<file path="src/rtl/mul_acc_pipe.sv">
// Pipelined multiply / multiply-accumulate unit with a run-controlled sample window.
// Datapath: input reg -> MUL_STAGES product regs -> acc; out0 is a shifted view of acc.
module mul_acc_pipe #(
    parameter int DATA_W     = 32,
    parameter int MUL_STAGES = 1,
    parameter int ACC_W      = 2*DATA_W
) (
    input  logic              clk,
    input  logic              rst,
    input  logic              run,
    input  logic [DATA_W-1:0] in0,
    input  logic [DATA_W-1:0] in1,
    input  logic [1:0]        cfg_mode,
    input  logic              cfg_signed,
    input  logic [5:0]        cfg_shift,
    input  logic [15:0]       cfg_delay,
    input  logic [15:0]       cfg_len,
    output logic [DATA_W-1:0] out0,
    output logic              running,
    output logic              done
);

    localparam int PW = 2*DATA_W;

    typedef enum logic [1:0] {IDLE, DELAY, ACTIVE, DRAIN} state_t;

    state_t                      state;
    logic [15:0]                 dly_cnt, len_cnt, len_q;
    logic [1:0]                  mode_q;
    logic                        sgn_q;
    logic [5:0]                  shift_q;
    logic                        out_sgn;
    logic [5:0]                  out_shift;
    logic [DATA_W-1:0]           a_q, b_q;
    logic [MUL_STAGES:0]         vld_pipe, first_pipe, last_pipe;
    logic [MUL_STAGES:1][PW-1:0] prod_pipe;
    logic [ACC_W-1:0]            acc;

    logic [PW-1:0]    a_ext, b_ext, prod_nxt;
    logic [ACC_W-1:0] prod_ext, acc_base, acc_sh;
    logic             sample, tail_last;

    assign sample    = (state == ACTIVE);
    assign tail_last = vld_pipe[MUL_STAGES] & last_pipe[MUL_STAGES];

    // Control FSM; done/running are registered so done lines up with the final acc write.
    always_ff @(posedge clk or posedge rst) begin
        if (rst) begin
            state   <= IDLE;
            dly_cnt <= '0;
            len_cnt <= '0;
            len_q   <= '0;
            mode_q  <= '0;
            sgn_q   <= 1'b0;
            shift_q <= '0;
            running <= 1'b0;
            done    <= 1'b0;
        end else begin
            done <= 1'b0;
            if (done)
                running <= 1'b0;
            case (state)
                IDLE: begin
                    if (run) begin
                        mode_q  <= cfg_mode;
                        sgn_q   <= cfg_signed;
                        shift_q <= cfg_shift;
                        len_q   <= cfg_len;
                        len_cnt <= cfg_len;
                        dly_cnt <= cfg_delay;
                        running <= 1'b1;
                        if (cfg_len == 16'd0)
                            done <= 1'b1;
                        else if (cfg_delay == 16'd0)
                            state <= ACTIVE;
                        else
                            state <= DELAY;
                    end
                end
                DELAY: begin
                    dly_cnt <= dly_cnt - 16'd1;
                    if (dly_cnt == 16'd1)
                        state <= ACTIVE;
                end
                ACTIVE: begin
                    len_cnt <= len_cnt - 16'd1;
                    if (len_cnt == 16'd1)
                        state <= DRAIN;
                end
                DRAIN: begin
                    if (tail_last) begin
                        state <= IDLE;
                        done  <= 1'b1;
                    end
                end
                default: state <= IDLE;
            endcase
        end
    end

    // Operands extended to full product width so one unsigned multiply serves both signednesses.
    assign a_ext    = {{DATA_W{sgn_q & a_q[DATA_W-1]}}, a_q};
    assign b_ext    = {{DATA_W{sgn_q & b_q[DATA_W-1]}}, b_q};
    assign prod_nxt = a_ext * b_ext;

    always_comb begin
        prod_ext = ACC_W'(prod_pipe[MUL_STAGES]);
        if (sgn_q)
            prod_ext = ACC_W'($signed(prod_pipe[MUL_STAGES]));
        acc_base = first_pipe[MUL_STAGES] ? '0 : acc;
    end

    always_ff @(posedge clk or posedge rst) begin
        if (rst) begin
            a_q        <= '0;
            b_q        <= '0;
            vld_pipe   <= '0;
            first_pipe <= '0;
            last_pipe  <= '0;
            prod_pipe  <= '0;
        end else begin
            if (sample) begin
                a_q <= in0;
                b_q <= in1;
            end
            vld_pipe[0]   <= sample;
            first_pipe[0] <= sample & (len_cnt == len_q);
            last_pipe[0]  <= sample & (len_cnt == 16'd1);
            prod_pipe[1]  <= prod_nxt;
            for (int i = 1; i <= MUL_STAGES; i++) begin
                vld_pipe[i]   <= vld_pipe[i-1];
                first_pipe[i] <= first_pipe[i-1];
                last_pipe[i]  <= last_pipe[i-1];
            end
            for (int i = 2; i <= MUL_STAGES; i++)
                prod_pipe[i] <= prod_pipe[i-1];
        end
    end

    // Output shift config follows the first result of a run so out0 holds across idle time.
    always_ff @(posedge clk or posedge rst) begin
        if (rst) begin
            acc       <= '0;
            out_sgn   <= 1'b0;
            out_shift <= '0;
        end else if (vld_pipe[MUL_STAGES]) begin
            case (mode_q)
                2'b01:   acc <= acc_base + prod_ext;
                2'b10:   acc <= acc_base - prod_ext;
                default: acc <= prod_ext;
            endcase
            if (first_pipe[MUL_STAGES]) begin
                out_sgn   <= sgn_q;
                out_shift <= shift_q;
            end
        end
    end

    always_comb begin
        if (32'(out_shift) >= ACC_W)
            acc_sh = out_sgn ? {ACC_W{acc[ACC_W-1]}} : '0;
        else if (out_sgn)
            acc_sh = $signed(acc) >>> out_shift;
        else
            acc_sh = acc >> out_shift;
    end

    assign out0 = acc_sh[DATA_W-1:0];

endmodule

</file>
<file path="config.mk">
export PLATFORM = sky130hd
export DESIGN_NAME = mul_acc_pipe
export DESIGN_NICKNAME = d
export VERILOG_FILES = /design/src/rtl/mul_acc_pipe.sv
export SDC_FILE = /design/constraint.sdc
export NUM_CORES = 2
export LEC_CHECK = 0
export BUFFER_PORTS_ARGS = -buffer_cell sky130_fd_sc_hd__buf_2
export CORE_ASPECT_RATIO = 1.5
export CORE_MARGIN = 10
export CORE_UTILIZATION = 40
export DETAILED_ROUTE_END_ITERATION = 10
export PLACE_DENSITY = 0.52
export SYNTH_ARGS = -nofsm -noshare
export SYNTH_HDL_FRONTEND = slang
export SYNTH_SLANG_ARGS = --single-unit
</file>
<file path="constraint.sdc">
create_clock -name clk -period 16.4 [get_ports clk]
set_clock_uncertainty 0.2 [all_clocks]
set_input_delay 0 -clock clk [delete_from_list [all_inputs] [get_ports clk]]
set_output_delay 0 -clock clk [all_outputs]
set_load 0.01 [all_outputs]
</file>
==> flow_metrics.tcl <==
set metrics [dict create \
    fp-row-count 170 \
    ys_async_sr_fraction 1.00 \
    wire_per_inst_microns 21.5 \
    syn-instance-count 6406 \
    drtIter0Drc 2303 \
    worstHoldEndpoint "dly_cnt[1]" \
    grt_antenna_before_repair 3 \
    worst_slack_ps 6380 \
    worst_pin_slew_ps 1110 \
    drc 0 \
    synth_common_cells "inv_1, fa_1, nand2_1" \
    numClockSinks 266 \
    final_hold_viol_count 0 \
    setup_viol 0 \
    synth.top_cell.area_share 0.393 \
    fp.dieW_microns 329 \
    path_clk_slew_ps 80 \
    drive_above_1_share 0.0770 \
    multi_input_area_sq_um 44900 \
    crit_arrival_ps 10340 \
    ys_seq_area_frac 0.116 \
    grt_pass1_vias 48883 \
    endpoint_kind "register" \
    fin_crit_ps 10020 \
    cts_resized 0 \
    regArea_sq_um 6690 \
    nNetsFinal 8025 \
    cts_root_buf "clkbuf_16" \
    die_h_microns 484 \
    yosysMostFrequentCell "inv_1" \
    yosysTopAreaCell "fa_1" \
    cts.htree.levels 2 \
    clockBufferDepth 3 \
    die-area_sq_um 159000 \
    area_delta_synth_final_pct 10.1 \
    fillerInstances 14139 \
    cts_buffers 35 \
    dp_hpwl_microns 143000 \
    ant_nets 0 \
    post-route-period-util 0.611 \
    crit_fanout 23 \
    reg2reg_depth 27 \
    post-place-ws_ps 6440 \
    max-cap-violations 0 \
    wl_microns 181000 \
    fin_setup_tns_ps 0 \
    clock_latency_ps 610 \
    cts_tree "done" \
    worstHoldStart "cfg_delay[1]" \
    synth.net_count 7925 \
    slew_violations 0 \
    gr-total-overflow 0 \
    path_class "register to register" \
    clock.fmax_ghz 0.0998 \
    ys_top_cells_by_area "fa_1, dfrtp_1, inv_1, nand2_1, ha_1" \
    status "finished clean" \
    hold_class "input pin to register" \
    ys.flop_type "dfrtp_1" \
    crit_required_ps 16720 \
    synthesis.area_sq_um 57400 \
    grt_pass1_wl_microns 284000 \
    start_util 0.402 \
    hold_depth 4 \
    synth_edf_count 0 \
    ios 142 \
    ys_ff_latch 266 \
    r2r_end "prod_ext[61]" \
    vias_per_cell 5.31 \
    place.gp.congestion 0.894 \
    core-area_sq_um 143000 \
    worst_r2r_startpoint "sgn_q" \
    slew_headroom 0.253 \
    rsz0062_at_grt "false" \
    yosysWarnings 0 \
    vias 44778 \
    dr.pass1.iters 8 \
    reg2reg_slack_ps 6380 \
    grt_start_max_net_pins 104 \
    grt_use_total 0.229 \
    yosysUniqueCellTypes 88 \
    crit_path_start_kind "register" \
    syn_area_per_cell_sq_um 8.95 \
    portBuffers 141 \
]
-- critical path, cell delays in order (launching register included) --
cell	delay [ps]
dfrtp_1	1070
and2_1	670
nand2_1	280
inv_1	140
fa_1	390
inv_1	230
fa_1	500
inv_1	190
fa_1	490
fa_1	930
inv_1	340
fa_1	560
inv_1	60
fa_1	530
inv_1	50
fa_1	440
fa_1	490
inv_1	40
ha_1	340
a21o_1	190
a21oi_1	200
o21ai_0	180
a311oi_1	330
o31ai_1	200
a221o_1	360
a21o_1	200
a21oi_1	180
xnor2_1	140
-- worst max-delay path by stage --
stage / slack [ps] / to / startpoint
after floorplan: 8170 / prod_ext[61] / a_q[31]
after global placement: 6610 / prod_ext[63] / sgn_q
after detailed placement: 6440 / prod_ext[61] / sgn_q
after CTS: 6410 / prod_ext[61] / sgn_q
after global routing: 5940 / prod_ext[63] / sgn_q
final: 6380 / prod_ext[61] / sgn_q
-- kinds of logic after synthesis --
logic type | count (synthesis) | synth area share
simple gates | 1955 | 0.158
buf+inv | 1545 | 0.102
fa+ha+maj | 1411 | 0.455
compound gates | 791 | 0.0832
flops | 266 | 0.116
mux | 225 | 0.0530
xor+xnor | 213 | 0.0327
-- cell usage in the layout (no fill, tap or decap), types with 151 or more instances in the layout --
cell | synthesis | final
and2_1 | 358 | 358
ha_1 | 285 | 283
nand2_1 | 956 | 956
xnor2_1 | 151 | 151
nor2_1 | 298 | 298
o21ai_0 | 176 | 175
dfrtp_1 | 266 | 242
dlygate4sd3_1 | 0 | 210
inv_1 | 1182 | 1181
fa_1 | 1126 | 1126
a21oi_1 | 326 | 326
-- timing repair --
item,4_1_cts,5_1_grt
hold endpoints to repair,225,0
buffers inserted,0,0
hold buffers,210,0
setup endpoints to repair,0,0
-- routing by layer --
metal / GRT usage / share of wire
met4: 0.112 / 0.056
met1: 0.251 / 0.36
met2: 0.435 / 0.55
met5: 0 / 0
met3: 0.0212 / 0.032
-- registers in the layout, indices dropped and copies added (netlist names), 6 cells and up --
name and cells:
len_q 16, prod_ext 64, acc 64, out_shift 6, len_cnt 16, dly_cnt 16
shift_q 6, b_q 32, a_q 32
-- through the flow --
step           hold slack [ps]   util  cell area, sq um  cells
6_report                  52.5  0.442             63100   8425
5_1_grt                   54.4  0.442             63100   8425
4_1_cts                   10.3  0.442             63100   8424
3_5_place_dp             -10.8  0.418             59700   8151
3_3_place_gp             -12.5  0.418             59700   8151
2_1_floorplan            -49.4      -             57400   6406
-- area by class of cell --
class                           instances  share of cell area
Antenna cell                            1           0.0000396
Clock inverter                         21             0.00626
Sequential cell                       266               0.106
Clock buffer                           42              0.0154
Multi-Input combinational cell       4595               0.711
Tap cell                             1892              0.0375
Inverter                             1184              0.0705
Timing Repair Buffer                  424              0.0532
Power is not shown: default switching activity piles up to over one toggle a cycle in this logic, so the estimate is an artifact.
